<file path="src/rtl/mem_port_arbiter.sv">
// Shares one single-port SRAM between instruction fetch and load/store, with a
// bounded data-priority streak so a pending fetch is never starved.
module mem_port_arbiter #(
    parameter int unsigned AW         = 7,
    parameter int unsigned MAX_STREAK = 4
) (
    input  logic          clk,
    input  logic          rst_n,
    input  logic          if_req,
    input  logic [31:0]   if_addr,
    output logic          if_gnt,
    output logic          if_rvalid,
    output logic [31:0]   if_rdata,
    input  logic          d_req,
    input  logic          d_we,
    input  logic [31:0]   d_addr,
    input  logic [31:0]   d_wdata,
    output logic          d_gnt,
    output logic          d_rvalid,
    output logic [31:0]   d_rdata,
    output logic          CEN,
    output logic          WEN,
    output logic          OEN,
    output logic [AW-1:0] A,
    output logic [31:0]   D,
    input  logic [31:0]   Q
);

    typedef enum logic [1:0] {
        OWN_IDLE  = 2'd0,
        OWN_FETCH = 2'd1,
        OWN_LOAD  = 2'd2,
        OWN_STORE = 2'd3
    } owner_e;

    localparam logic [3:0] STREAK_MAX = 4'(MAX_STREAK);

    logic [3:0]    streak_q, streak_d;
    logic          streak_full_s;
    logic          if_gnt_s, d_gnt_s;
    logic          cen_q, cen_d;
    logic          wen_q, wen_d;
    logic          oen_q, oen_d;
    logic [AW-1:0] a_q, a_d;
    logic [31:0]   d_q, d_d;
    owner_e        cmd_owner_q, cmd_owner_d;
    logic          if_rvalid_q, if_rvalid_d;
    logic          d_rvalid_q, d_rvalid_d;
    logic          unused_addr_bits_s;

    // Byte-lane bits and bits above the SRAM depth are ignored (addresses alias).
    assign unused_addr_bits_s = ^{if_addr[31:AW+2], if_addr[1:0], d_addr[31:AW+2], d_addr[1:0]};

    // Per-cycle arbitration: data wins unless the streak limit is reached.
    always_comb begin
        streak_full_s = (streak_q == STREAK_MAX);
        if_gnt_s      = 1'b0;
        d_gnt_s       = 1'b0;
        if (if_req && d_req) begin
            if (streak_full_s) begin
                if_gnt_s = 1'b1;
            end else begin
                d_gnt_s = 1'b1;
            end
        end else if (if_req) begin
            if_gnt_s = 1'b1;
        end else if (d_req) begin
            d_gnt_s = 1'b1;
        end else begin
            if_gnt_s = 1'b0;
        end
    end

    // Command-stage next state: SRAM controls, address, write data and owner tag.
    always_comb begin
        cen_d       = 1'b1;
        wen_d       = 1'b1;
        a_d         = a_q;
        d_d         = d_q;
        cmd_owner_d = OWN_IDLE;
        if (if_gnt_s) begin
            cen_d       = 1'b0;
            a_d         = if_addr[AW+1:2];
            cmd_owner_d = OWN_FETCH;
        end else if (d_gnt_s) begin
            cen_d = 1'b0;
            wen_d = ~d_we;
            a_d   = d_addr[AW+1:2];
            if (d_we) begin
                d_d         = d_wdata;
                cmd_owner_d = OWN_STORE;
            end else begin
                cmd_owner_d = OWN_LOAD;
            end
        end else begin
            cmd_owner_d = OWN_IDLE;
        end
    end

    // Streak only grows while a fetch is actually waiting behind data grants.
    always_comb begin
        streak_d = streak_q;
        if (!if_req || if_gnt_s) begin
            streak_d = 4'd0;
        end else if (d_gnt_s && !streak_full_s) begin
            streak_d = streak_q + 4'd1;
        end else begin
            streak_d = streak_q;
        end
    end

    // Return-stage next state: SRAM data appears one cycle after the command.
    always_comb begin
        if_rvalid_d = 1'b0;
        d_rvalid_d  = 1'b0;
        case (cmd_owner_q)
            OWN_FETCH: if_rvalid_d = 1'b1;
            OWN_LOAD:  d_rvalid_d  = 1'b1;
            default: begin
                if_rvalid_d = 1'b0;
                d_rvalid_d  = 1'b0;
            end
        endcase
        oen_d = ~(if_rvalid_d | d_rvalid_d);
    end

    // Two-stage owner pipeline plus registered SRAM interface.
    always_ff @(posedge clk or negedge rst_n) begin
        if (!rst_n) begin
            streak_q    <= 4'd0;
            cen_q       <= 1'b1;
            wen_q       <= 1'b1;
            oen_q       <= 1'b1;
            a_q         <= '0;
            d_q         <= 32'd0;
            cmd_owner_q <= OWN_IDLE;
            if_rvalid_q <= 1'b0;
            d_rvalid_q  <= 1'b0;
        end else begin
            streak_q    <= streak_d;
            cen_q       <= cen_d;
            wen_q       <= wen_d;
            oen_q       <= oen_d;
            a_q         <= a_d;
            d_q         <= d_d;
            cmd_owner_q <= cmd_owner_d;
            if_rvalid_q <= if_rvalid_d;
            d_rvalid_q  <= d_rvalid_d;
        end
    end

    assign if_gnt    = if_gnt_s;
    assign d_gnt     = d_gnt_s;
    assign if_rvalid = if_rvalid_q;
    assign d_rvalid  = d_rvalid_q;
    assign if_rdata  = Q;
    assign d_rdata   = Q;
    assign CEN       = cen_q;
    assign WEN       = wen_q;
    assign OEN       = oen_q;
    assign A         = a_q;
    assign D         = d_q;

    mem_port_arbiter_checker #(
        .STREAK_MAX(STREAK_MAX)
    ) u_checker (
        .clk       (clk),
        .rst_n     (rst_n),
        .if_req    (if_req),
        .d_req     (d_req),
        .if_gnt    (if_gnt_s),
        .d_gnt     (d_gnt_s),
        .if_rvalid (if_rvalid_q),
        .d_rvalid  (d_rvalid_q),
        .oen       (oen_q),
        .streak    (streak_q)
    );

endmodule

// Protocol invariants of the arbiter: mutual exclusion, grant qualification,
// streak bound and output-enable / rvalid consistency.
module mem_port_arbiter_checker #(
    parameter logic [3:0] STREAK_MAX = 4'd4
) (
    input logic       clk,
    input logic       rst_n,
    input logic       if_req,
    input logic       d_req,
    input logic       if_gnt,
    input logic       d_gnt,
    input logic       if_rvalid,
    input logic       d_rvalid,
    input logic       oen,
    input logic [3:0] streak
);

    a_one_grant: assert property (@(posedge clk) disable iff (!rst_n) !(if_gnt && d_gnt));
    a_if_qual:   assert property (@(posedge clk) disable iff (!rst_n) if_gnt |-> if_req);
    a_d_qual:    assert property (@(posedge clk) disable iff (!rst_n) d_gnt |-> d_req);
    a_streak:    assert property (@(posedge clk) disable iff (!rst_n) streak <= STREAK_MAX);
    a_one_ret:   assert property (@(posedge clk) disable iff (!rst_n) !(if_rvalid && d_rvalid));
    a_oen:       assert property (@(posedge clk) disable iff (!rst_n) oen == !(if_rvalid || d_rvalid));

endmodule

</file>
<file path="config.mk">
export PLATFORM = sky130hd
export DESIGN_NAME = mem_port_arbiter
export DESIGN_NICKNAME = d
export VERILOG_FILES = /design/src/rtl/mem_port_arbiter.sv
export SDC_FILE = /design/constraint.sdc
export NUM_CORES = 1
export LEC_CHECK = 0
export ABC_CLOCK_PERIOD_IN_PS = 2600
export CORE_AREA = 2 2 94 96
export CTS_CLUSTER_DIAMETER = 30
export CTS_CLUSTER_SIZE = 28
export DETAILED_ROUTE_END_ITERATION = 8
export DIE_AREA = 0 0 96 98
export PLACE_DENSITY = 0.8
export SLEW_MARGIN = 20
export SYNTH_ARGS = -nofsm -noshare
export SYNTH_HDL_FRONTEND = slang
export SYNTH_HIERARCHICAL = 1
export SYNTH_SLANG_ARGS = --single-unit
</file>
<file path="constraint.sdc">
create_clock -name clk -period 2.6 [get_ports clk]
set_input_delay 0.39 -clock clk [delete_from_list [all_inputs] [get_ports clk]]
set_output_delay 0.39 -clock clk [all_outputs]
set_load 0.05 [all_outputs]
</file>
Word level (Yosys, flattened, before mapping)
Index checks and enable logic that the tools add are counted.
{ "classes": {"addsub": 1, "eq_ne": 3, "muxes": 20, "bitwise_logic": 4, "n_reduce_logical": 8} }
{ "op_table": {"columns": ["operator", "n"], "rows": [
  ["$mux W1", 14],
  ["$mux W7", 2],
  ["$mux W4", 2],
  ["$add A4 B1 Y4 const B", 1],
  ["$eq A4 B3 Y1 const B", 1],
  ["$mux W2", 2],
  ["$reduce_bool A2 Y1", 2],
  ["$not A1 Y1", 3],
  ["$reduce_and A3 Y1", 1],
  ["$eq A2 B1 Y1 const B", 1],
  ["$eq A2 B2 Y1 const B", 1],
  ["$logic_and A1 B1 Y1", 2],
  ["$logic_not A1 Y1", 2],
  ["$logic_or A1 B1 Y1", 1],
  ["$or A1 B1 Y1", 1]
]} }
{ "word_totals": {"ff_bits": 50, "input_bits": 133, "out_inout_bits": 110, "wordCells": 45} }

Longest topological paths before layout
Gate-level depths: netlist of the first run.
{ "logic_depth": {"ltp_word": 6, "ltp_mapped": 7, "depth_no_buf": 5} }

Worst setup path before layout of the first run
Ideal clock, no wire load.
{ "synth_path": {"kind": "flip-flop to output port", "from": "reg streak_q[0]", "to": "out d_gnt", "t_arrival_ns": 1.406, "t_required_ns": 2.210, "slack_ns": 0.804, "path_stages_with_launch": 6, "n_path_buf": 1, "path_cell_list": "dfrtp_1 -> inv_1 -> ha_1 -> nand4b_1 -> and2_1 -> clkbuf_1"} }
{ "synth_via": {"elab_chain_len": 3} }
{ "synth_lines": {"columns": ["item", "line", "rtl"], "rows": [
  ["from (decl)", "38", "logic [3:0] streak_q, streak_d;"],
  ["from (signal assigned)", "140", "streak_q <= streak_d;"],
  ["$eq A4 B3 Y1", "56", "streak_full_s = (streak_q == STREAK_MAX);"],
  ["$mux W1", "60", "if (streak_full_s) begin"],
  ["$mux W1", "59", "if (if_req && d_req) begin"],
  ["to (decl)", "18", "output logic d_gnt,"]
]} }
Every way passes these cells.

Worst setup path after layout of the first run
{ "layout_path": {"from": "reg streak_q[0]", "to": "out if_gnt"} }
{ "layout_via": {"elab_chain_len": 3} }
{ "layout_lines": {"columns": ["item", "line", "rtl"], "rows": [
  ["$eq A4 B3 Y1", "56", null],
  ["$mux W1", "60", null],
  ["$mux W1", "59", null],
  ["to (decl)", "11", "output logic if_gnt,"]
]} }
Every way passes these cells.

==> results of run 1 <==
metal layers:
metal	global-route usage	wire, um	part of all wire
met5	0	0	0
met2	0.165	2350	0.46
met1	0.123	2020	0.40
met3	0.0478	645	0.13
met4	0.0418	74	0.015
through the flow:
stage / std cells / total power, W / util
detailed placement: 330 / 0.00173 / 0.373
global route: 339 / 0.00227 / 0.385
finish: 339 / 0.00217 / 0.385
global placement: 330 / 0.00171 / 0.373
floorplan: 191 / 0.00168 / -
CTS: 339 / 0.00220 / 0.385
logic make-up (layout without fill, tap and decap cells):
group,count (synthesis),count (layout),share of synthesized area
XOR/XNOR,2,2,0.00685
AO/OA/AOI/OAI,8,8,0.0318
multiplexers,32,32,0.182
buffers and inverters,75,115,0.224
AND/OR/NAND/NOR,20,20,0.0445
flip-flops,50,50,0.491
adder cells (fa/ha/maj),4,4,0.0196
sequential cells by signal (all words and copies together) (netlist names):
signal	cells
d_rvalid	1
CEN	1
WEN	1
if_rvalid	1
A	7
D	32
cmd_owner_q	2
OEN	1
streak_q	4
synthesized netlist by cell type, types with 2 or more instances:
master    n
buf_4    64
dfrtp_1  47
mux2_4   28
and2_1    9
a221o_1   7
inv_1     6
nor2_1    5
ha_1      4
mux2_2    4
dfstp_2   3
buf_12    2
nand3_1   2
power groups by stage:
stage / registers [W] / clock network (W) / logic [W]
CTS: 0.000923 / 0.000485 / 0.000796
global route: 0.000934 / 0.000517 / 0.000823
global placement: 0.000930 / 0 / 0.000784
floorplan: 0.00125 / 0 / 0.000429
detailed placement: 0.000937 / 0 / 0.000791
finish: 0.000922 / 0.000456 / 0.000787
worst reg2reg max path: stages, from the launching register on:
cell	delay, ns
dfrtp_1	0.41
inv_1	0.07
ha_1	0.21
nand4b_1	0.12
and3_2	0.24
buf_4	0.29
mux2_2	0.37
layout make-up:
cell class / instances / area (um2)
Multi-Input combinational cell: 66 / 729
Clock inverter: 3 / 23.8
Timing Repair Buffer: 101 / 1030
Inverter: 6 / 22.5
Sequential cell: 50 / 1250
Clock buffer: 5 / 68.8
Tap cell: 108 / 135
Fill cell: 807 / 5200
path summary, 6_finish.rpt:
kind                                      from      to  slack [ns]
worst max-delay path               streak_q[0]  if_gnt        0.48
worst min-delay path            cmd_owner_q[1]     OEN        0.50
worst max register to register     streak_q[0]    D[8]        0.78
worst min register to register  cmd_owner_q[1]     OEN        0.50
max in group asynchronous                rst_n     WEN        1.40
min in group asynchronous                rst_n   D[16]        0.51
layout by cell type (no fill, tap or decap), drive strengths merged, types with 2 or more instances in the layout:
cell type / n
mux2: 32
dfstp: 3
inv: 7
clkdlybuf4s50: 93
dfrtp: 47
clkbuf: 5
clkinvlp: 2
ha: 4
a221o: 7
nor2: 5
and2: 9
nand3: 2
buf: 7
what timing repair did:
action                                  4_1_cts  5_1_grt
hold buffers                                  1        0
endpoints found under the setup margin        0        0
setup buffers                                 0        0
endpoints found under the hold margin        11        0
==> impl_metrics.json, run 1 <==
{
  "outcome": "completed",
  "endpoint_kind": "primary output",
  "synth_top_area_frac": 0.460,
  "io_buffers": 96,
  "cp.required_ns": 2.21,
  "relSlewSlack": 0.652,
  "holdWs_ns": 0.504,
  "vdd_drop_max_uv": 264,
  "cts.sinks": 50,
  "period_share": 0.817,
  "p_clk_frac": 0.211,
  "vias": 1433,
  "grt_overflow_total": 0,
  "synthDistinctLibCells": 22,
  "fin_ws_ns": 0.477,
  "insertion_delay_ns": 0.30,
  "ios": 243,
  "rsz0062_at_grt": "false",
  "die-area_mm2": 0.00941,
  "critPathSlowestCell": "a21boi_2",
  "syn_to_final_growth_pct": 27.7,
  "cts_tree": "done",
  "slew_violations": 0,
  "globalRouteTotalUtil": 0.105,
  "hold_violations": 0,
  "critical_path_buf_inv_count": 2,
  "dp_hpwl_um": 3870,
  "ant_nets": 0,
  "worstSetupPathType": "reg2out",
  "synthCells": 191,
  "synthTopCellsByArea": "dfrtp_1, buf_4, mux2_4, dfstp_2, a221o_1",
  "p_leak_nw": 1.40,
  "intPower_w": 0.00140,
  "fin_skew_ns": 0.00907,
  "period_needed_ns": 2.12,
  "cts_buffer_depth": 2,
  "yosysTopAreaCell": "dfrtp_1",
  "holdCritPathClass": "reg2reg",
  "grt_max_degree": 27,
  "drc": 0,
  "fp.dieH_um": 98,
  "maxCapViolations": 0,
  "worstPathArrival_ns": 1.73,
  "power_density_mw_per_mm2": 664,
  "root_buffer": "clkbuf_8",
  "startpoint_type": "register",
  "initialDrtViolationCount": 31,
  "syn_avg_cell_area_um2": 13.4,
  "synthArstFlopShare": 1.00,
  "synth-seq-cells": 50,
  "crit_cells": 5,
  "synth-main-ff-cell": "dfrtp_1",
  "tightest_slew_ns": 0.520,
  "setup_viol": 0,
  "avgRoutedWirePerCell_um": 15.0,
  "yosysSeqAreaShare": 0.491,
  "start_util": 0.302,
  "place_area_mm2": 0.00316,
  "fin_nets": 367,
  "switchingPower_w": 0.000762,
  "vias_per_cell": 4.23,
  "gp_congestion": 0.702,
  "setup_tns_ns": 0,
  "first_pass_iters": 4,
  "wirelength_um": 5080,
  "cts_buffers": 5,
  "yosysWarnings": 6,
  "max_freq_ghz": 0.471,
  "pre_cts_ws_ns": 0.532,
  "power_frac_comb": 0.363,
  "worstPathCellList": "inv_1, ha_1, nand3b_1, a21boi_2, buf_12",
  "cp_top_family": "compound AO/OA/AOI/OAI gates",
  "synth_nets": 328,
  "core_mm2": 0.00847,
  "crit_path_max_incr_delay_ns": 0.44,
  "grt_pass1_vias": 1532,
  "diodes": 0,
  "reg2reg_depth": 6,
  "path_clk_slew_ns": 0.10,
  "switching_share": 0.352,
  "antenna_found_initial": 0,
  "grt_pass1_wl_um": 7780,
  "seqPwrFrac": 0.426,
  "cts_resized": 0,
  "crit_fanout": 9,
  "htree_levels": 2,
  "rows": 34,
  "whs_path_depth": 1,
  "fin_area_mm2": 0.00326,
  "final_layout_size_suffix_gt1_frac": 0.229,
  "die_w_um": 96,
  "synth_edf_count": 0,
  "synth_area_mm2": 0.00256
}
Power figures use the tool's default switching activity.
==> inputs of run 2 (changes only) <==
--- a/config.mk
+++ b/config.mk
@@ -5,13 +5,13 @@
 export SDC_FILE = /design/constraint.sdc
 export NUM_CORES = 1
 export LEC_CHECK = 0
-export ABC_CLOCK_PERIOD_IN_PS = 2600
-export CORE_AREA = 2 2 94 96
+export ABC_CLOCK_PERIOD_IN_PS = 2140
+export CORE_MARGIN = 2
+export CORE_UTILIZATION = 30
 export CTS_CLUSTER_DIAMETER = 30
 export CTS_CLUSTER_SIZE = 28
 export DETAILED_ROUTE_END_ITERATION = 8
-export DIE_AREA = 0 0 96 98
-export PLACE_DENSITY = 0.8
+export PLACE_DENSITY = 0.79
 export SLEW_MARGIN = 20
 export SYNTH_ARGS = -nofsm -noshare
 export SYNTH_HDL_FRONTEND = slang
==> constraint.sdc (replaced) <==
create_clock -name clk -period 2.14 [get_ports clk]
set_input_delay 0.321 -clock clk [delete_from_list [all_inputs] [get_ports clk]]
set_output_delay 0.321 -clock clk [all_outputs]
set_load 0.05 [all_outputs]
==> impl_metrics.json, run 2 (synthesized netlist as in run 1, its figures left out) <==
{
  "worstPathCellList": "inv_1, ha_1, nand4b_1, and2_1, buf_12",
  "fin_ws_ns": 0.163,
  "vias_per_cell": 4.20,
  "drc": 0,
  "antenna_found_initial": 0,
  "holdCritPathClass": "in2async",
  "syn_to_final_growth_pct": 27.6,
  "dp_hpwl_um": 3590,
  "relSlewSlack": 0.596,
  "largest_reg_flops": 32,
  "gp_congestion": 0.742,
  "cts.sinks": 50,
  "hold_violations": 0,
  "cts_buffer_depth": 2,
  "initialDrtViolationCount": 41,
  "cts_tree": "done",
  "hold_buffers": 0,
  "fin_skew_ns": 0.00893,
  "avgRoutedWirePerCell_um": 14.3,
  "p_leak_nw": 1.41,
  "r2r_slack_ns": 0.41,
  "final_layout_size_suffix_gt1_frac": 0.230,
  "pre_cts_ws_ns": 0.250,
  "vias": 1408,
  "outcome": "completed",
  "ios": 243,
  "mostFrequentLayoutCell": "clkdlybuf4s50_1",
  "cp.required_ns": 1.82,
  "final_cell_mix": "clkdlybuf4s50_1, dfrtp_1, mux2_4",
  "core_mm2": 0.00826,
  "worstPathArrival_ns": 1.66,
  "grt_max_degree": 51,
  "io_buffers": 96,
  "worstReg2RegStart": "streak_q[0]",
  "startpoint_type": "register",
  "cts_resized": 0,
  "critPathSlowestCell": "dfrtp_1",
  "critical_path_buf_inv_count": 2,
  "reg2reg_depth": 6,
  "cts_buffers": 5,
  "wirelength_um": 4790,
  "insertion_delay_ns": 0.29,
  "ant_nets": 0,
  "htree_levels": 2,
  "globalRouteTotalUtil": 0.0989,
  "slew_violations": 0,
  "start_util": 0.310,
  "period_needed_ns": 1.98,
  "root_buffer": "clkbuf_8",
  "die-area_mm2": 0.00927,
  "first_pass_iters": 3,
  "endpoint_kind": "primary output",
  "die_w_um": 96.3,
  "period_share": 0.924,
  "worstSetupStartpoint": "streak_q[0]",
  "grt_overflow_total": 0,
  "vdd_drop_max_uv": 297,
  "diodes": 0,
  "grt_pass1_vias": 1444,
  "cp_top_family": "simple AND/OR/NAND/NOR gates",
  "crit_fanout": 8,
  "rows": 33,
  "max_freq_ghz": 0.506,
  "path_clk_slew_ns": 0.09,
  "power_density_mw_per_mm2": 817,
  "tightest_slew_ns": 0.606,
  "cts_setup_buffers": 0,
  "grt_pass1_wl_um": 7040,
  "fillerInstances": 778,
  "endpoint": "d_gnt",
  "rsz0062_at_grt": "false",
  "maxCapViolations": 0,
  "r2r_end": "D[8]",
  "setup_tns_ns": 0,
  "worstSetupPathType": "reg2out",
  "setup_viol": 0,
  "fp.dieH_um": 96.3,
  "crit_cells": 5,
  "crit_path_max_incr_delay_ns": 0.40,
  "fin_nets": 366
}
run 2: cell types whose count changed in the layout (fill, tap and decap cells not counted), sizes merged:
cell,previous run,this run
dlygate4sd3,1,0
clkinv,0,1
clkbuf,5,7
clkinvlp,2,0
inv,7,6
run 2: per-layer routing:
metal	GRT usage	wire (um)	up-vias
li1	-	-	641
met1	0.114	1940	666
met2	0.160	2150	78
met3	0.0384	576	23
met4	0.0481	114	0
met5	0	0	-
run 2: cell type report:
type                       count  area [um2]  share of cell area
sequential                    50        1250               0.385
tap                          105         131              0.0403
inverter                       6        22.5             0.00690
clock inverter                 1        8.76             0.00269
multi-input combinational     66         729               0.224
clock buffer                   7        96.3              0.0295
timing repair buffer         100        1020               0.312
run 2: worst min path at each step:
| stage | start | endpoint | slack, ns |
|---|---|---|---|
| 2_1_floorplan | rst_n | A[0] | 0.03 |
| 3_3_place_gp | rst_n | D[12] | 0.46 |
| 3_5_place_dp | rst_n | D[13] | 0.47 |
| 4_1_cts | rst_n | cmd_owner_q[0] | 0.14 |
| 5_1_grt | rst_n | D[12] | 0.18 |
| 6_report | rst_n | cmd_owner_q[1] | 0.12 |
run 2: stage by stage:
step                power, W  cell area, um2  hold slack, ns  std cells  utilization
floorplan            0.00204            2560          0.0254        191            -
global placement     0.00208            3160           0.465        327        0.382
detailed placement   0.00210            3160           0.467        327        0.382
CTS                  0.00271            3260           0.136        335        0.395
global route         0.00279            3260           0.178        335        0.395
finish               0.00266            3260           0.124        335        0.395
run 2: power by group:
part | total (W) | internal [W] | switching [W]
Combinational | 0.000951 | 0.000410 | 0.000541
Clock | 0.000593 | 0.000296 | 0.000297
Sequential | 0.00112 | 0.00106 | 0.0000590
Total | 0.00266 | 0.00177 | 0.000897
==> inputs of run 3 (changes only) <==
--- a/config.mk
+++ b/config.mk
@@ -12,7 +12,6 @@
 export CTS_CLUSTER_SIZE = 28
 export DETAILED_ROUTE_END_ITERATION = 8
 export PLACE_DENSITY = 0.79
-export SLEW_MARGIN = 20
 export SYNTH_ARGS = -nofsm -noshare
 export SYNTH_HDL_FRONTEND = slang
 export SYNTH_HIERARCHICAL = 1
==> results of run 3 <==
Final layout, timing and power as in run 2 (identical DEF).
